==> config.mk <==
export PLATFORM = sky130hd
export DESIGN_NAME = mem_load_ctrl_flat
export DESIGN_NICKNAME = d
export VERILOG_FILES = /design/src/rtl/mem_load_ctrl_pkg.sv /design/src/rtl/mem_load_ctrl_if.sv /design/src/rtl/mem_load_ctrl_watchdog.sv /design/src/rtl/mem_load_ctrl.sv /design/src/flat_wrapper.sv
export SDC_FILE = /design/constraint.sdc
export NUM_CORES = 1
export LEC_CHECK = 0
export CAP_MARGIN = 25
export CORE_ASPECT_RATIO = 0.7
export CORE_MARGIN = 2
export CORE_UTILIZATION = 40
export CTS_CLUSTER_SIZE = 28
export DETAILED_ROUTE_END_ITERATION = 10
export PLACE_DENSITY = 0.67
export SETUP_SLACK_MARGIN = 0.3
export SLEW_MARGIN = 40
export SYNTH_ARGS = -nofsm -noshare
export SYNTH_HDL_FRONTEND = slang
export SYNTH_HIERARCHICAL = 1
export SYNTH_SLANG_ARGS = --single-unit
==> constraint.sdc <==
create_clock -name clk -period 2.7 [get_ports clk]
set_input_delay 0.675 -clock clk [delete_from_list [all_inputs] [get_ports clk]]
set_output_delay 0.675 -clock clk [all_outputs]
set_load 0.02 [all_outputs]
==> src/rtl/mem_load_ctrl_pkg.sv <==
// Shared types and constants for the memory-load sequencer.
//   state_t    : sequencer states
//   DEF_*      : default parameter values
//   len_width  : width of a word-count field able to hold 0..max_len
package mem_load_pkg;

  typedef enum logic [1:0] {
    IDLE = 2'd0,
    LOAD = 2'd1,
    DONE = 2'd2,
    ERR  = 2'd3
  } state_t;

  localparam int DEF_AW      = 8;
  localparam int DEF_DW      = 32;
  localparam int DEF_MAX_LEN = 5;
  localparam int DEF_TIMEOUT = 16;

  function automatic int len_width(input int max_len);
    return $clog2(max_len + 1);
  endfunction

endpackage

==> src/rtl/mem_load_ctrl_if.sv <==
// Source stream plus memory write port of the load sequencer.
//   din/din_valid/din_ready : valid/ready word source
//   mem_we/mem_addr/mem_wdata : synchronous memory write port
// master: the sequencer side; slave: the source/memory side.
interface mem_load_ctrl_if
  import mem_load_pkg::*;
#(
  parameter int AW = DEF_AW,
  parameter int DW = DEF_DW
);
  logic [DW-1:0] din;
  logic          din_valid;
  logic          din_ready;
  logic          mem_we;
  logic [AW-1:0] mem_addr;
  logic [DW-1:0] mem_wdata;

  modport master (
    input  din, din_valid,
    output din_ready, mem_we, mem_addr, mem_wdata
  );

  modport slave (
    output din, din_valid,
    input  din_ready, mem_we, mem_addr, mem_wdata
  );
endinterface

==> src/rtl/mem_load_ctrl_watchdog.sv <==
// Stall watchdog: counts consecutive tick cycles, cleared by clear.
//   clk, rst_n : clock, asynchronous active-low reset
//   clear      : restart the count (has priority over tick)
//   tick       : one stall cycle
//   expired    : this tick is the TIMEOUT-th consecutive stall
module load_watchdog
  import mem_load_pkg::*;
#(
  parameter int TIMEOUT = DEF_TIMEOUT
) (
  input  logic clk,
  input  logic rst_n,
  input  logic clear,
  input  logic tick,
  output logic expired
);
  localparam int CW = $clog2(TIMEOUT + 1);

  logic [CW-1:0] count;

  assign expired = tick && (count == CW'(TIMEOUT - 1));

  always_ff @(posedge clk or negedge rst_n) begin
    if (!rst_n) begin
      count <= '0;
    end else if (clear) begin
      count <= '0;
    end else if (tick && !expired) begin
      count <= count + CW'(1);
    end
  end
endmodule

==> src/rtl/mem_load_ctrl.sv <==
// Memory-load sequencer: on start, streams len words from the source
// into consecutive memory addresses starting at base_addr.
//   clk, rst_n         : clock, asynchronous active-low reset
//   start, base_addr, len : load command (sampled in IDLE only)
//   busy               : state != IDLE
//   load_mem           : high while loading
//   done               : one-cycle pulse after the last write
//   err                : one-cycle pulse on illegal len or stall timeout
//   bus                : source stream and memory write port
module mem_load_ctrl
  import mem_load_pkg::*;
#(
  parameter  int AW      = DEF_AW,
  parameter  int DW      = DEF_DW,
  parameter  int MAX_LEN = DEF_MAX_LEN,
  parameter  int TIMEOUT = DEF_TIMEOUT,
  localparam int LW      = len_width(MAX_LEN)
) (
  input  logic           clk,
  input  logic           rst_n,
  input  logic           start,
  input  logic [AW-1:0]  base_addr,
  input  logic [LW-1:0]  len,
  output logic           busy,
  output logic           load_mem,
  output logic           done,
  output logic           err,
  mem_load_ctrl_if.master bus
);
  state_t        state;
  logic [AW-1:0] base_q;
  logic [LW-1:0] len_q;
  logic [LW-1:0] idx;
  logic [DW-1:0] word;
  logic          accept;
  logic          last;
  logic          len_ok;
  logic          wd_clear;
  logic          wd_tick;
  logic          wd_expired;

  assign word          = bus.din;
  assign bus.din_ready = (state == LOAD);
  assign accept        = bus.din_ready && bus.din_valid;
  assign last          = (idx == len_q - LW'(1));
  assign len_ok        = (len != '0) && (len <= LW'(MAX_LEN));

  // Outside LOAD the counter is held clear, so it starts at zero on entry.
  assign wd_clear = (state != LOAD) || accept;
  assign wd_tick  = (state == LOAD) && !accept;

  load_watchdog #(.TIMEOUT(TIMEOUT)) u_watchdog (
    .clk     (clk),
    .rst_n   (rst_n),
    .clear   (wd_clear),
    .tick    (wd_tick),
    .expired (wd_expired)
  );

  always_ff @(posedge clk or negedge rst_n) begin
    if (!rst_n) begin
      state         <= IDLE;
      base_q        <= '0;
      len_q         <= '0;
      idx           <= '0;
      busy          <= 1'b0;
      load_mem      <= 1'b0;
      done          <= 1'b0;
      err           <= 1'b0;
      bus.mem_we    <= 1'b0;
      bus.mem_addr  <= '0;
      bus.mem_wdata <= '0;
    end else begin
      bus.mem_we <= 1'b0;
      done       <= 1'b0;
      err        <= 1'b0;
      case (state)
        IDLE: begin
          if (start) begin
            busy <= 1'b1;
            if (len_ok) begin
              state    <= LOAD;
              base_q   <= base_addr;
              len_q    <= len;
              idx      <= '0;
              load_mem <= 1'b1;
            end else begin
              state <= ERR;
              err   <= 1'b1;
            end
          end
        end
        LOAD: begin
          // An accept wins over an expiring watchdog (expired needs a stall).
          if (accept) begin
            bus.mem_we    <= 1'b1;
            bus.mem_addr  <= base_q + AW'(idx);
            bus.mem_wdata <= word;
            idx           <= idx + LW'(1);
            if (last) begin
              state    <= DONE;
              load_mem <= 1'b0;
              done     <= 1'b1;
            end
          end else if (wd_expired) begin
            state    <= ERR;
            load_mem <= 1'b0;
            err      <= 1'b1;
          end
        end
        DONE: begin
          state <= IDLE;
          busy  <= 1'b0;
        end
        ERR: begin
          state <= IDLE;
          busy  <= 1'b0;
        end
        default: begin
          state    <= IDLE;
          busy     <= 1'b0;
          load_mem <= 1'b0;
        end
      endcase
    end
  end
endmodule

==> src/flat_wrapper.sv <==
// flat-port wrapper written by rule: the top's interface ports become plain ports
module mem_load_ctrl_flat import mem_load_pkg::*;
#(
  parameter  int AW      = DEF_AW,
  parameter  int DW      = DEF_DW,
  parameter  int MAX_LEN = DEF_MAX_LEN,
  parameter  int TIMEOUT = DEF_TIMEOUT,
  localparam int LW      = len_width(MAX_LEN)
)
  (clk, rst_n, start, base_addr, len, busy, load_mem, done, err, bus_din, bus_din_valid, bus_din_ready, bus_mem_we, bus_mem_addr, bus_mem_wdata);
  mem_load_ctrl_if #(.AW(AW), .DW(DW)) bus_i ();
  input  logic clk;
  input  logic rst_n;
  input  logic start;
  input  logic [AW-1:0] base_addr;
  input  logic [LW-1:0] len;
  output logic busy;
  output logic load_mem;
  output logic done;
  output logic err;
  input wire logic [$bits(bus_i.din)-1:0] bus_din;
  input wire logic [$bits(bus_i.din_valid)-1:0] bus_din_valid;
  output wire logic [$bits(bus_i.din_ready)-1:0] bus_din_ready;
  output wire logic [$bits(bus_i.mem_we)-1:0] bus_mem_we;
  output wire logic [$bits(bus_i.mem_addr)-1:0] bus_mem_addr;
  output wire logic [$bits(bus_i.mem_wdata)-1:0] bus_mem_wdata;
  assign bus_i.din = bus_din;
  assign bus_i.din_valid = bus_din_valid;
  assign bus_din_ready = bus_i.din_ready;
  assign bus_mem_we = bus_i.mem_we;
  assign bus_mem_addr = bus_i.mem_addr;
  assign bus_mem_wdata = bus_i.mem_wdata;
  mem_load_ctrl #(.AW(AW), .DW(DW), .MAX_LEN(MAX_LEN), .TIMEOUT(TIMEOUT)) u_core (.clk(clk), .rst_n(rst_n), .start(start), .base_addr(base_addr), .len(len), .busy(busy), .load_mem(load_mem), .done(done), .err(err), .bus(bus_i));
endmodule
* Word-level counts from Yosys, hierarchy flattened
Index checks and enable logic that the tools add are counted.
W data, S select, Z words.
** Word-level totals
- Bits in writable memories :: 0
- Register bits :: 66
- Word-level logic and storage cells :: 78
- Bits in latches :: 0
- Memories kept :: 0
- Memory bits (read-only) :: 0
** Operators by class
- Order comparisons :: 1
- Equality and inequality tests :: 11
- Reductions and logical operators :: 20
- Shift-type cells :: 0
- Div/mod/pow operators :: 0
- Bitwise operators :: 0
- Multiplexer cells :: 30
- Multiply operators :: 0
- $add $sub $neg :: 4
** Operators by type and width (number)
- $mux W1 :: 15
- $mux W2 :: 5
- $mux W5 :: 2
- $mux W3 :: 3
- $add A8 B3 Y8 :: 1
- $ne A3 B3 Y1 const B :: 2
- $pmux W1 S2 :: 3
- $pmux W2 S3 :: 1
- $pmux W3 S2 :: 1
- $reduce_and A3 Y1 :: 2
- $reduce_bool A2 Y1 :: 3
- $add A5 B1 Y5 const B :: 1
- $eq A5 B4 Y1 const B :: 1
- $logic_and A1 B1 Y1 :: 5
- $reduce_and A5 Y1 :: 1
- $eq A2 B2 Y1 const B :: 2
- $ne A2 B1 Y1 const B :: 2
- $ne A2 B2 Y1 const B :: 2
- $reduce_and A2 Y1 :: 2
- $reduce_and A4 Y1 :: 1
- $add A3 B1 Y3 const B :: 1
- $eq A3 B3 Y1 :: 1
- $le A3 B3 Y1 const B :: 1
- $reduce_bool A3 Y1 :: 1
- 6 further kinds :: 7

* Depth between registers and ports, before layout
Gate-level depths: netlist of the first run.
- Word-level depth :: 9
- Mapped depth :: 7
- Gate-level depth less buffers :: 7

* By module
The synthesis of the first run kept the hierarchy.
** Modules (own cells, without submodules)
- mem_load_ctrl :: sequential area each 1526.5 µm², instances 1, cells each 271, area each 2675.1 µm²
- load_watchdog :: sequential area each 125.1 µm², instances 1, cells each 24, area each 275.3 µm²

* Least setup slack after synthesis of the first run
OpenSTA, ideal clock, no wires.
- Kind :: input -> register
- From :: input port bus_din_valid
- To :: register u_core.u_watchdog.count[3]
- Path buffers :: 1
- Stages on the path :: 5
- Path slack :: 0.805 ns
- Setup time :: 0.125 ns
- Arrival :: 1.770 ns
- Cells stage by stage :: clkbuf_1 nor3_1 nor2b_4 nand4_2 mux2_4
** On the way
- Cells in the longest elaborated chain, start to end :: 7
- Elaborated cells between the ends (all ways) :: 9
** Ends and longest elaborated chain
- from (decl) :: line flat_wrapper.sv:22 : input wire logic [$bits(bus_i.din_valid)-1:0] bus_din_valid;
- $logic_and A1 B1 Y1 (*) :: line mem_load_ctrl.sv:44 : assign accept = bus.din_ready && bus.din_valid;
- $logic_not A1 Y1 (*) :: line mem_load_ctrl.sv:50 : assign wd_tick = (state == LOAD) && !accept;
- $logic_and A1 B1 Y1 (*) :: line mem_load_ctrl.sv:50
- via u_core.wd_tick :: line mem_load_ctrl.sv:39 : logic wd_tick;
- $logic_and A1 B1 Y1 :: line mem_load_ctrl_watchdog.sv:21 : assign expired = tick && (count == CW'(TIMEOUT - 1));
- $logic_not A1 Y1 :: line mem_load_ctrl_watchdog.sv:28 : end else if (tick && !expired) begin
- $logic_and A1 B1 Y1 (*) :: line mem_load_ctrl_watchdog.sv:28
- $reduce_bool A2 Y1 (no source line) (*)
- to (signal assigned) :: line mem_load_ctrl_watchdog.sv:29 : count <= count + CW'(1);
- to (decl) :: line mem_load_ctrl_watchdog.sv:19 : logic [CW-1:0] count;
The timed path passes the listed nets; every way through them passes the cells marked *.
A chain may end at the register's enable or synchronous reset.

* Worst setup path in the final report of the first run
- From :: input port start
- To :: register u_core.base_q[3]
** On the way
- Cells in the longest elaborated chain, start to end :: 1
** Ends and longest elaborated chain
- from (decl) :: line flat_wrapper.sv:14 : input logic start;
- $reduce_and A3 Y1 (no source line)
- to (signal assigned) :: line mem_load_ctrl.sv:83 : base_q <= base_addr;
- to (decl) :: line mem_load_ctrl.sv:31 : logic [AW-1:0] base_q;
Every way passes these cells.

==> impl_table.tex, run 1 <==
\begin{tabular}{lr}
\hline
Metric & Value \\
\hline
\multicolumn{2}{l}{\textbf{Timing}} \\
\quad Setup violations, final & 0 \\
\quad Achievable Freq & about 0.45 GHz \\
\quad Unrepaired setup endpoints after global routing & no \\
\quad Hold Worst Slack & between 0.3 and 0.4 ns \\
\quad Post-Route Setup TNS & 0 ns \\
\quad Worst relative slew slack & 0.648 \\
\quad Min cycle time layout & approximately 2.2 ns \\
\quad Share of the clock period used by the worst path after layout & 0.816 \\
\quad Clk\_skew & 0.00711 ns \\
\quad Number of pins exceeding their max-slew limit in the final report & 0 \\
\quad Total count of hold-check failures in the final report & 0 \\
\quad Final Worst Setup Slack & between 0.4 and 0.5 ns \\
\quad Actual slew at the worst max-slew pin & $\sim$0.53 ns \\
\multicolumn{2}{l}{\textbf{Global route}} \\
\quad Most Used Layer, Global Route & met2 \\
\quad Vias in the first global route & 2282 \\
\quad Met3 track demand over resource in global routing & 0.0607 \\
\quad GRT Overall Usage & 0.174 \\
\quad Global-route wire length before repair & between 10 and 15 mm \\
\quad Largest net degree at the start of global routing & 67 \\
\quad Met1 Usage GRT & 0.235 \\
\quad Number of antenna violations at the first check in global routing & 0 \\
\quad Met2 routing resource usage after global routing & 0.259 \\
\quad Total overflow reported by the global router & 0 \\
\multicolumn{2}{l}{\textbf{Floorplanning}} \\
\quad Number of rows in the core area & 26 \\
\quad Die X-Extent & 107 um \\
\quad Floorplan die area & 8090 sq um \\
\quad Ports placed on the boundary & 93 \\
\quad Starting Density & 0.409 \\
\quad Die Height & 75.9 um \\
\quad Core region area & between 7000 and 8000 sq um \\
\multicolumn{2}{l}{\textbf{Synth}} \\
\quad Synth Area in Simple Gates & 0.212 \\
\quad Proportion of synthesized area in mux cells & 0.0568 \\
\quad Synth Register Bits & 66 \\
\quad Xor-xnor portion of the synthesized cell area & 0.0229 \\
\quad Share of flip-flops with an asynchronous set or reset after synthesis & 1.00 \\
\quad Dominant combinational cell family by area after synthesis & simple AND/OR/NAND/NOR gates \\
\quad Summed instance area of the synthesized netlist & a little under 3000 sq um \\
\quad Post-synthesis sequential area ratio & 0.560 \\
\quad Cell count after synthesis & 295 \\
\quad Number of flops mapped to enable cells by yosys & 0 \\
\quad Mapped Nets & 350 \\
\quad Fraction of the mapped netlist area in compound gates & 0.0857 \\
\quad Unique cell type count in the Yosys netlist & 44 \\
\quad Yosys warns & 6 \\
\quad Average footprint of a synthesized cell & $\sim$10 sq um \\
\quad Most instantiated flip-flop cell in the synthesis netlist & dfrtp\_1 \\
\quad Adder and majority cell fraction of the synthesized area & 0.0365 \\
\multicolumn{2}{l}{\textbf{Route}} \\
\quad Router iterations before antenna repair & 4 \\
\quad Vias per inst & just under 5 \\
\quad DRC violation total after the first TritonRoute iteration & about 110 \\
\quad Wire length after detailed routing & about 6.8 mm \\
\quad \# DRC & 0 \\
\quad Total number of vias & 2426 \\
\quad Wire length per cell & $\sim$14 um \\
\quad Count of nets left with antenna violations after detail routing & 0 \\
\multicolumn{2}{l}{\textbf{Layout}} \\
\quad Most common library cell in the layout ignoring fill and taps & nand2\_1 \\
\quad Share of layout cells above drive strength 1 & 0.101 \\
\quad Most frequent cells in the layout & nand2\_1, clkdlybuf4s50\_1, dfrtp\_1 \\
\quad Number of inserted diodes & 0 \\
\quad Net total in the final layout & around 450 \\
\quad Synthesis-to-finish area growth & 42.8\% \\
\quad Filler cells & between 600 and 700 \\
\multicolumn{2}{l}{\textbf{Clock tree}} \\
\quad Number of sinks driven by the clock tree & 66 \\
\quad Number of buffers inserted during clock tree synthesis & 9 \\
\quad Number of H-tree levels & 3 \\
\quad Deepest clock path buffer count & 2 \\
\quad Clock-pin slew reported for the worst setup and hold paths after clock tree synthesis & 0.07 ns \\
\quad Clock tree root buffer cell & clkbuf\_8 \\
\quad CTS tree & done \\
\quad Clock latency at the later pin of the worst-skew pair & 0.34 ns \\
\multicolumn{2}{l}{\textbf{Critical path}} \\
\quad Category of the worst setup path capture point & flop \\
\quad Endpoint of the most critical register-to-register path & u\_core/base\_q[3]\$\_DFFE\_PN0P\_ \\
\quad Required arrival time at the worst endpoint & between 2 and 3 ns \\
\quad Worst reg2reg path startpoint & u\_core/state[1]\$\_DFFE\_PN0P\_ \\
\quad Crit path DAT & approximately 2.4 ns \\
\quad Startpoint type of the worst setup path & input pin \\
\quad Worst Reg-to-Reg Cells & 4 \\
\quad Critical path peak fanout & 11 \\
\quad Worst R2R Setup Slack & roughly 0.7 ns \\
\quad Setup Crit Path Kind & in2reg \\
\multicolumn{2}{l}{\textbf{Run}} \\
\quad Max Cap Viol & 0 \\
\multicolumn{2}{l}{\textbf{Placement}} \\
\quad Final HPWL DP & roughly 4.8 mm \\
\quad IO Port Bufs & 92 \\
\quad Worst setup slack after placement & $\sim$0.16 ns \\
\quad Routability cong. & 0.793 \\
\multicolumn{2}{l}{\textbf{Min path}} \\
\quad Hold Crit Class & in2async \\
\multicolumn{2}{l}{\textbf{Power}} \\
\quad Leakage & just under 2 nW \\
\quad VDD IR-drop max & 0.000471 V \\
\quad Power density relative to cell area & between 1000 and 1500 nW/um\^{}2 \\
\multicolumn{2}{l}{\textbf{Outcome}} \\
\quad Outcome & finished clean \\
\hline
\end{tabular}
## critical path: stages
cell and delay [ns]:
clkdlybuf4s50_1 0.53, nor3b_1 0.24, or3b_1 0.62, mux2_2 0.36
## synthesized netlist by cell type, types with 2 or more instances
cell type | n | share of area
nand3b_1 | 2 | 0.0051
dfrtp_1 | 66 | 0.56
o31ai_1 | 2 | 0.0051
a21o_1 | 2 | 0.0051
and2_1 | 2 | 0.0042
or3_1 | 2 | 0.0042
nor2_1 | 14 | 0.018
xnor2_1 | 4 | 0.012
nor3_1 | 2 | 0.0034
or4_1 | 2 | 0.0051
clkbuf_1 | 9 | 0.011
a21oi_1 | 4 | 0.0068
mux2i_1 | 4 | 0.014
buf_1 | 2 | 0.0025
nand2_1 | 110 | 0.14
inv_1 | 7 | 0.0089
a211oi_1 | 2 | 0.0051
o311ai_0 | 3 | 0.0089
o211ai_1 | 5 | 0.013
a31oi_1 | 4 | 0.0085
nor2b_1 | 4 | 0.0085
mux2_2 | 10 | 0.038
ha_1 | 7 | 0.030
o21ai_0 | 6 | 0.010
## registers in the layout (all words and copies together), names as in the netlist
signal                   cells
u_core/base_q                8
u_core/bus.mem_addr          8
u_core/bus.mem_wdata        32
u_core/bus.mem_we            1
u_core/busy                  1
u_core/done                  1
u_core/err                   1
u_core/idx                   3
u_core/len_q                 3
u_core/load_mem              1
u_core/state                 2
u_core/u_watchdog/count      5
## routing by layer
layer  up-vias  wire length (um)
met5         -                 0
li1       1182                 -
met2        85              2840
met3        11               536
met4         0               118
met1      1148              3270
## logic make-up after synthesis
| logic type | Yosys count |
|---|---|
| AND/OR/NAND/NOR | 145 |
| adder cells (fa/ha/maj) | 8 |
| multiplexers | 15 |
| flip-flops | 66 |
| AO/OA/AOI/OAI | 35 |
| XOR/XNOR | 6 |
| buffers and inverters | 20 |
## area by class of cell
| class | count | area (sq um) | share of cell area |
|---|---|---|---|
| Sequential cell | 66 | 1650 | 0.392 |
| Clock inverter | 7 | 70.1 | 0.0166 |
| Clock buffer | 9 | 124 | 0.0294 |
| Inverter | 8 | 30.0 | 0.00713 |
| Tap cell | 98 | 123 | 0.0291 |
| Multi-Input combinational cell | 209 | 1220 | 0.289 |
| Timing Repair Buffer | 99 | 996 | 0.236 |
## through the flow
step | cells | util | instance area, sq um | power [mW]
2_1_floorplan | 295 | - | 2950 | 3.09
3_3_place_gp | 480 | 0.556 | 4020 | 4.07
3_5_place_dp | 480 | 0.556 | 4020 | 4.14
4_1_cts | 496 | 0.583 | 4210 | 4.97
5_1_grt | 496 | 0.584 | 4210 | 5.29
6_report | 496 | 0.584 | 4210 | 4.92
## power by group
part | switching, mW | internal [mW]
logic | 1.24 | 1.14
clock network | 0.383 | 0.424
registers | 0.302 | 1.43
## worst max path at each step
stage	end	slack (ns)	start	depth (start not counted)
CTS	bus_din_ready	0.32	u_core/state[1]$_DFFE_PN0P_	2
finish	u_core/base_q[3]$_DFFE_PN0P_	0.50	start	4
detailed placement	u_core/base_q[3]$_DFFE_PN0P_	0.16	start	4
global route	u_core/base_q[0]$_DFFE_PN0P_	0.46	start	4
floorplan	u_core/u_watchdog/count[3]$_DFFE_PN0P_	0.80	bus_din_valid	5
global placement	u_core/len_q[2]$_DFFE_PN0P_	0.18	start	4
## what timing repair did
item / 4_1_cts / 5_1_grt
setup buffers: 0 / 0
hold buffers: 0 / 0
resized for setup: 0 / 1
setup endpoints to repair: 0 / 1
Note: power is estimated with default switching activity, not from simulation.
==> run 2, diff against run 1 <==
Clock period 2.7 ns to 2.09 ns, I/O delays scaled along.
==> run 2 against run 1 <==
Largest power group unchanged. Critical path type is now reg2reg. Clock power rose by 45%. Count of clock-buffer cells in the layout rose by 1. Highest routed layer unchanged. Sequential power rose by 29%. Worst setup slack got worse by 0.18 ns. Core utilization rose by 3.7 points. Final area rose by 6.4%. Non-clock buffer count rose by 23. Die area did not move. Critical path depth rose by 1. First-iteration DRC count fell by 44%. Total power rose by 34%.
==> impl_table.tex, run 2 (synthesized netlist as in run 1, its figures left out) <==
\begin{tabular}{lr}
\hline
Metric & Value \\
\hline
\multicolumn{2}{l}{\textbf{Clock tree}} \\
\quad Count of hold-fix buffers inserted at cts & 0 (unchanged) \\
\quad Deepest clock path buffer count & 2 (unchanged) \\
\quad Clock latency at the later pin of the worst-skew pair & 0.34 ns (about the same) \\
\quad Clock-pin slew reported for the worst setup and hold paths after clock tree synthesis & 0.08 ns (was 0.07 ns) \\
\quad Number of buffers inserted during clock tree synthesis & 9 (unchanged) \\
\quad Clock tree root buffer cell & clkbuf\_8 (unchanged) \\
\quad CTS tree & done (unchanged) \\
\quad Number of H-tree levels & 3 (unchanged) \\
\quad Number of sinks driven by the clock tree & 66 (unchanged) \\
\multicolumn{2}{l}{\textbf{Global route}} \\
\quad Met3 track demand over resource in global routing & 0.0539 (was 0.0607) \\
\quad Global-route wire length before repair & 10.7 mm (was 10.8 mm) \\
\quad GRT Overall Usage & 0.172 (was 0.174) \\
\quad Total overflow reported by the global router & 0 (unchanged) \\
\quad Met2 routing resource usage after global routing & 0.269 (was 0.259) \\
\quad Number of antenna violations at the first check in global routing & 0 (unchanged) \\
\quad Most Used Layer, Global Route & met2 (unchanged) \\
\quad Largest net degree at the start of global routing & 32 (was 67) \\
\quad Vias in the first global route & 2318 (was 2282) \\
\quad Met1 Usage GRT & 0.232 (was 0.235) \\
\multicolumn{2}{l}{\textbf{Critical path}} \\
\quad Slowest cell on the critical path & dfrtp\_2 (was or3b\_1) \\
\quad Delay of the slowest cell on the worst path & 0.45 ns (was 0.62 ns) \\
\quad Worst R2R Setup Slack & 0.32 ns (was 0.69 ns) \\
\quad Category of the worst setup path capture point & flop (unchanged) \\
\quad Crit path DAT & 1.99 ns (was 2.43 ns) \\
\quad Startpoint type of the worst setup path & flop (was input pin) \\
\quad Required arrival time at the worst endpoint & 2.31 ns (was 2.92 ns) \\
\quad Worst setup path startpoint & u\_core/state[1]\$\_DFFE\_PN0P\_ (was start) \\
\quad Worst reg2reg path startpoint & u\_core/state[1]\$\_DFFE\_PN0P\_ (unchanged) \\
\quad Critical path, cell by cell & buf\_6, nor3b\_4, or3b\_4, clkbuf\_16, mux2\_2 (was clkdlybuf4s50\_1, nor3b\_1, or3b\_1, mux2\_2) \\
\quad Worst Reg-to-Reg Cells & 5 (was 4) \\
\quad Critical path peak fanout & 5 (was 11) \\
\quad Setup Crit Path Kind & reg2reg (was in2reg) \\
\multicolumn{2}{l}{\textbf{Placement}} \\
\quad Routability cong. & 0.770 (was 0.793) \\
\quad Placed instance area & 4150 sq um (was 4020 sq um) \\
\quad IO Port Bufs & 92 (unchanged) \\
\quad Final HPWL DP & 4.96 mm (was 4.82 mm) \\
\quad Number of cells after detailed placement & 496 (was 480) \\
\multicolumn{2}{l}{\textbf{Timing}} \\
\quad Total count of hold-check failures in the final report & 0 (unchanged) \\
\quad Number of pins exceeding their max-slew limit in the final report & 0 (unchanged) \\
\quad Achievable Freq & about 0.56 GHz \\
\quad Share of the clock period used by the worst path after layout & 0.847 \\
\quad Min cycle time layout & roughly 1.8 ns \\
\quad Worst relative slew slack & 0.641 (was 0.648) \\
\quad Setup violations, final & 0 (unchanged) \\
\quad Clk\_skew & 0.00604 ns (was 0.00711 ns) \\
\quad Actual slew at the worst max-slew pin & 0.538 ns (was 0.528 ns) \\
\quad Unrepaired setup endpoints after global routing & yes (was no) \\
\multicolumn{2}{l}{\textbf{Run}} \\
\quad Max Cap Viol & 0 (unchanged) \\
\multicolumn{2}{l}{\textbf{Floorplanning}} \\
\quad Die Height & 75.9 um (unchanged) \\
\quad Floorplan die area & 8090 sq um (unchanged) \\
\quad Starting Density & 0.409 (unchanged) \\
\quad Number of rows in the core area & 26 (unchanged) \\
\quad Ports placed on the boundary & 93 (unchanged) \\
\quad Die X-Extent & 107 um (unchanged) \\
\quad Core region area & 7220 sq um (unchanged) \\
\multicolumn{2}{l}{\textbf{Route}} \\
\quad Total number of vias & 2514 (was 2426) \\
\quad Wire length per cell & 13.3 um (was 13.6 um) \\
\quad DRC violation total after the first TritonRoute iteration & 61 (was 108) \\
\quad Router iterations before antenna repair & 4 (unchanged) \\
\quad Count of nets left with antenna violations after detail routing & 0 (unchanged) \\
\quad Wire length after detailed routing & 6.88 mm (was 6.77 mm) \\
\quad \# DRC & 0 (unchanged) \\
\quad Vias per inst & 4.84 (was 4.89) \\
\multicolumn{2}{l}{\textbf{Layout}} \\
\quad Flip-flop count of the largest register, all copies and words added & 32 (unchanged) \\
\quad Synthesis-to-finish area growth & 52.0\% (was 42.8\%) \\
\quad Net total in the final layout & 471 (was 448) \\
\quad Share of layout cells above drive strength 1 & 0.190 (was 0.101) \\
\quad Final std cell area, no fill & 4480 sq um (was 4210 sq um) \\
\quad Largest registers & u\_core/bus.mem\_wdata x32, u\_core/base\_q x8, u\_core/bus.mem\_addr x8 (unchanged) \\
\quad Number of cells in the finished layout apart from fillers & 519 (was 496) \\
\quad Most frequent cells in the layout & nand2\_1, dfrtp\_1, dlygate4sd2\_1 (was nand2\_1, clkdlybuf4s50\_1, dfrtp\_1) \\
\quad Largest reg by FF count & u\_core/bus.mem\_wdata (unchanged) \\
\quad Most common library cell in the layout ignoring fill and taps & nand2\_1 (unchanged) \\
\quad Number of inserted diodes & 0 (unchanged) \\
\multicolumn{2}{l}{\textbf{Outcome}} \\
\quad Outcome & finished clean (unchanged) \\
\multicolumn{2}{l}{\textbf{Power}} \\
\quad VDD IR-drop max & 0.000631 V (was 0.000471 V) \\
\quad Leakage & 2.23 nW (was 1.96 nW) \\
\quad Power density relative to cell area & 1460 nW/um\^{}2 (was 1170 nW/um\^{}2) \\
\multicolumn{2}{l}{\textbf{Min path}} \\
\quad Hold Crit Class & in2async (unchanged) \\
\hline
\end{tabular}
==> run 2: area by class of cell <==
cell class,count,area (sq um)
clock buffer,10,128
clock inverter,6,90.1
fill,653,2740
inverter,8,30.0
multi-input combinational,209,1290
sequential,66,1660
tap,98,123
timing repair buffer,122,1160
==> run 2: stage by stage <==
| step | util | worst slack, ns | TNS [ns] | hold slack [ns] | power (mW) |
|---|---|---|---|---|---|
| detailed placement | 0.575 | -0.132 | -1.20 | 0.464 | 5.45 |
| finish | 0.621 | 0.320 | 0 | 0.159 | 6.57 |
| floorplan | - | 0.347 | 0 | 0.227 | 4.00 |
| global placement | 0.575 | -0.106 | -0.990 | 0.456 | 5.37 |
| CTS | 0.600 | 0.237 | 0 | 0.151 | 6.39 |
| global route | 0.621 | 0.253 | 0 | 0.179 | 7.05 |
==> run 2: path summary, 6_finish.rpt <==
kind                                                        end
max                                u_core/base_q[5]$_DFFE_PN0P_
min                        u_core/bus.mem_wdata[17]$_DFFE_PN0P_
max reg2reg                        u_core/base_q[5]$_DFFE_PN0P_
min reg2reg                 u_core/bus.mem_wdata[3]$_DFFE_PN0P_
max in group asynchronous             u_core/idx[2]$_DFFE_PN0P_
min in group clk            u_core/bus.mem_wdata[3]$_DFFE_PN0P_
==> run 2: what timing repair did <==
action                                  CTS  global route
endpoints found under the setup margin   57            19
pin swaps                                 0             6
cloned                                    0             1
gates resized for setup                  52            22
setup buffers                             0             6
==> run 2: layer usage <==
metal / part of all wire / vias up / wire [um]
li1: - / 1231 / -
met4: 0.0071 / 0 / 49
met2: 0.45 / 74 / 3080
met3: 0.067 / 5 / 462
met1: 0.48 / 1204 / 3290
met5: 0 / - / 0
==> run 2: where the power goes <==
part	internal [mW]	switching (mW)	leakage [nW]
logic	1.47	1.70	1.32
clock network	0.676	0.491	0.107
registers	1.85	0.385	0.810
==> run 2: worst max-delay path, delay by kind of cell, from the launching register on <==
| kind | cells | cell delay [ns] |
|---|---|---|
| mux | 1 | 0.26 |
| simple gates | 2 | 0.63 |
| flops | 1 | 0.45 |
| buf+inv | 2 | 0.31 |
==> run 3, diff against run 2 <==
Clock period 2.09 ns to 1.8 ns, I/O delays scaled along.
==> run 3 against run 2 <==
Die area is the same. Total power increased by 30%. Sequential power is 17% higher. Critical endpoint is now u_core/state[1]$_DFFE_PN0P_.
==> impl_table.tex, run 3 (synthesized netlist as in run 1, its figures left out) <==
\begin{tabular}{lr}
\hline
Metric & Value \\
\hline
\multicolumn{2}{l}{\textbf{Outcome}} \\
\quad Outcome & finished clean (unchanged) \\
\multicolumn{2}{l}{\textbf{Timing}} \\
\quad Setup violations, final & 0 (unchanged) \\
\quad Achievable Freq & 0.602 GHz (was 0.565 GHz) \\
\quad Total count of hold-check failures in the final report & 0 (unchanged) \\
\quad Worst relative slew slack & 0.761 (was 0.641) \\
\quad Unrepaired setup endpoints after global routing & yes (unchanged) \\
\quad Post-Route Setup TNS & 0 ns (unchanged) \\
\quad Clk\_skew & 0.00704 ns (was 0.00604 ns) \\
\quad Final Worst Setup Slack & 0.139 ns (was 0.320 ns) \\
\quad Number of pins exceeding their max-slew limit in the final report & 0 (unchanged) \\
\quad Hold Worst Slack & 0.0991 ns (was 0.159 ns) \\
\quad Actual slew at the worst max-slew pin & 0.358 ns (was 0.538 ns) \\
\quad Share of the clock period used by the worst path after layout & 0.923 (was 0.847) \\
\quad Min cycle time layout & 1.66 ns (was 1.77 ns) \\
\multicolumn{2}{l}{\textbf{Layout}} \\
\quad Register area & 1660 sq um (about the same) \\
\quad Number of inserted diodes & 0 (unchanged) \\
\quad Final std cell area, no fill & 4670 sq um (was 4480 sq um) \\
\quad Multi-input gate area & 1450 sq um (was 1290 sq um) \\
\quad Most common library cell in the layout ignoring fill and taps & nand2\_1 (unchanged) \\
\quad Largest reg by FF count & u\_core/bus.mem\_wdata (unchanged) \\
\quad Net total in the final layout & 492 (was 471) \\
\quad Share of layout cells above drive strength 1 & 0.355 (was 0.190) \\
\quad Most frequent cells in the layout & nand2\_1, dfrtp\_1, buf\_4 (was nand2\_1, dfrtp\_1, dlygate4sd2\_1) \\
\quad Largest registers & u\_core/bus.mem\_wdata x32, u\_core/base\_q x8, u\_core/bus.mem\_addr x8 (unchanged) \\
\quad Final core utilization & 0.647 (was 0.621) \\
\quad Synthesis-to-finish area growth & 58.4\% (was 52.0\%) \\
\quad Filler cells & 623 (was 653) \\
\quad Number of cells in the finished layout apart from fillers & 540 (was 519) \\
\quad Flip-flop count of the largest register, all copies and words added & 32 (unchanged) \\
\multicolumn{2}{l}{\textbf{Critical path}} \\
\quad Setup Crit Path Kind & reg2reg (unchanged) \\
\quad Worst Reg-to-Reg Cells & 5 (unchanged) \\
\quad Delay of the slowest cell on the worst path & 0.51 ns (was 0.45 ns) \\
\quad Crit path DAT & 1.90 ns (was 1.99 ns) \\
\quad Category of the worst setup path capture point & flop (unchanged) \\
\quad Startpoint type of the worst setup path & flop (unchanged) \\
\quad Worst reg2reg path startpoint & u\_core/len\_q[1]\$\_DFFE\_PN0P\_ (was u\_core/state[1]\$\_DFFE\_PN0P\_) \\
\quad Critical path peak fanout & 2 (was 5) \\
\quad Critical path, cell by cell & inv\_2, ha\_4, xor3\_1, or4b\_4, a221oi\_2 (was buf\_6, nor3b\_4, or3b\_4, clkbuf\_16, mux2\_2) \\
\quad Slowest cell on the critical path & or4b\_4 (was dfrtp\_2) \\
\quad Required arrival time at the worst endpoint & 2.04 ns (was 2.31 ns) \\
\quad Endpoint of the most critical register-to-register path & u\_core/state[1]\$\_DFFE\_PN0P\_ (was u\_core/base\_q[5]\$\_DFFE\_PN0P\_) \\
\quad Gate family responsible for the most delay along the worst path & simple AND/OR/NAND/NOR gates (unchanged) \\
\quad Worst R2R Setup Slack & 0.14 ns (was 0.32 ns) \\
\quad Critical path buffer and inverter count & 1 (was 2) \\
\multicolumn{2}{l}{\textbf{Global route}} \\
\quad GRT Overall Usage & 0.191 (was 0.172) \\
\quad Global-route wire length before repair & 11.9 mm (was 10.7 mm) \\
\quad Largest net degree at the start of global routing & 67 (was 32) \\
\quad Total overflow reported by the global router & 0 (unchanged) \\
\quad Vias in the first global route & 2395 (was 2318) \\
\quad Number of antenna violations at the first check in global routing & 0 (unchanged) \\
\multicolumn{2}{l}{\textbf{Clock tree}} \\
\quad Number of H-tree levels & 3 (unchanged) \\
\quad Clock tree root buffer cell & clkbuf\_8 (unchanged) \\
\quad Clock latency at the later pin of the worst-skew pair & 0.33 ns (was 0.34 ns) \\
\quad CTS tree & done (unchanged) \\
\quad Deepest clock path buffer count & 2 (unchanged) \\
\quad Number of sinks driven by the clock tree & 66 (unchanged) \\
\quad Clock-pin slew reported for the worst setup and hold paths after clock tree synthesis & 0.07 ns (was 0.08 ns) \\
\quad Number of buffers inserted during clock tree synthesis & 9 (unchanged) \\
\multicolumn{2}{l}{\textbf{Route}} \\
\quad Router iterations before antenna repair & 4 (unchanged) \\
\quad Vias per inst & 4.84 (about the same) \\
\quad Total number of vias & 2613 (was 2514) \\
\quad Wire length after detailed routing & 7.72 mm (was 6.88 mm) \\
\quad Wire length per cell & 14.3 um (was 13.3 um) \\
\quad DRC violation total after the first TritonRoute iteration & 106 (was 61) \\
\quad \# DRC & 0 (unchanged) \\
\quad Count of nets left with antenna violations after detail routing & 0 (unchanged) \\
\multicolumn{2}{l}{\textbf{Power}} \\
\quad Overall power after layout & 8.52 mW (was 6.57 mW) \\
\quad Power density relative to cell area & 1820 nW/um\^{}2 (was 1460 nW/um\^{}2) \\
\quad VDD IR-drop max & 0.000883 V (was 0.000631 V) \\
\quad Leakage & 2.27 nW (was 2.23 nW) \\
\multicolumn{2}{l}{\textbf{Floorplanning}} \\
\quad Ports placed on the boundary & 93 (unchanged) \\
\quad Starting Density & 0.409 (unchanged) \\
\quad Core region area & 7220 sq um (unchanged) \\
\quad Number of rows in the core area & 26 (unchanged) \\
\quad Floorplan die area & 8090 sq um (unchanged) \\
\quad Die Height & 75.9 um (unchanged) \\
\quad Die X-Extent & 107 um (unchanged) \\
\multicolumn{2}{l}{\textbf{Placement}} \\
\quad Worst setup slack after placement & -0.350 ns (was -0.132 ns) \\
\quad Number of cells after detailed placement & 501 (was 496) \\
\quad Routability cong. & 0.817 (was 0.770) \\
\quad IO Port Bufs & 92 (unchanged) \\
\quad Placed instance area & 4230 sq um (was 4150 sq um) \\
\quad Final HPWL DP & 5.06 mm (was 4.96 mm) \\
\multicolumn{2}{l}{\textbf{Min path}} \\
\quad Hold Crit Class & in2async (unchanged) \\
\multicolumn{2}{l}{\textbf{Run}} \\
\quad Max Cap Viol & 0 (unchanged) \\
\hline
\end{tabular}
-- run 3: cell types whose count changed in the layout (fill, tap and decap cells not counted), moves of 2 or more --
| cell | previous run | this run |
|---|---|---|
| buf_4 | 23 | 42 |
| buf_6 | 2 | 7 |
| clkdlybuf4s15_1 | 0 | 7 |
| o311ai_0 | 3 | 1 |
| dlygate4sd2_1 | 45 | 5 |
| dlymetal6s2s_1 | 3 | 0 |
| o21ai_2 | 0 | 2 |
| ha_1 | 4 | 1 |
| clkbuf_2 | 0 | 36 |
| o21ai_0 | 6 | 3 |
| ha_4 | 2 | 5 |
| o311ai_1 | 0 | 2 |
-- run 3: repair_timing --
| action | CTS | global route |
|---|---|---|
| cloned | 1 | 0 |
| resized for setup | 97 | 77 |
| hold buffers | 0 | 0 |
| pin swaps | 13 | 7 |
| endpoints found under the setup margin | 106 | 79 |
| buffers inserted | 16 | 6 |
-- run 3: power by group --
group / internal [mW] / switching (mW)
Sequential: 2.15 / 0.461
Clock: 0.963 / 0.586
Combinational: 2.04 / 2.32
-- run 3: worst max-delay path by stage --
stage | start | to | slack, ns | depth (start not counted)
after floorplan | u_core/len_q[0]$_DFFE_PN0P_ | u_core/state[1]$_DFFE_PN0P_ | 0.17 | 5
after global placement | start | u_core/base_q[7]$_DFFE_PN0P_ | -0.26 | 5
after detailed placement | start | u_core/base_q[7]$_DFFE_PN0P_ | -0.35 | 5
after CTS | u_core/state[0]$_DFFE_PN0P_ | bus_din_ready | 0.1 | 2
after global routing | u_core/len_q[0]$_DFFE_PN0P_ | u_core/state[1]$_DFFE_PN0P_ | 0.08 | 5
final | u_core/len_q[1]$_DFFE_PN0P_ | u_core/state[1]$_DFFE_PN0P_ | 0.14 | 5
-- run 3: final cells by class --
| class | instances | share of cell area |
|---|---|---|
| Tap cell | 98 | 0.0262 |
| Inverter | 8 | 0.00670 |
| Multi-Input combinational cell | 209 | 0.309 |
| Clock buffer | 10 | 0.0295 |
| Sequential cell | 66 | 0.355 |
| Timing Repair Buffer | 143 | 0.250 |
| Clock inverter | 6 | 0.0241 |
-- run 3: layer usage --
metal,part of all wire,routed length (um),GRT usage
met5,0,0,0
met4,0.0047,36,0.0534
met3,0.050,385,0.0496
met2,0.48,3700,0.302
met1,0.47,3590,0.264
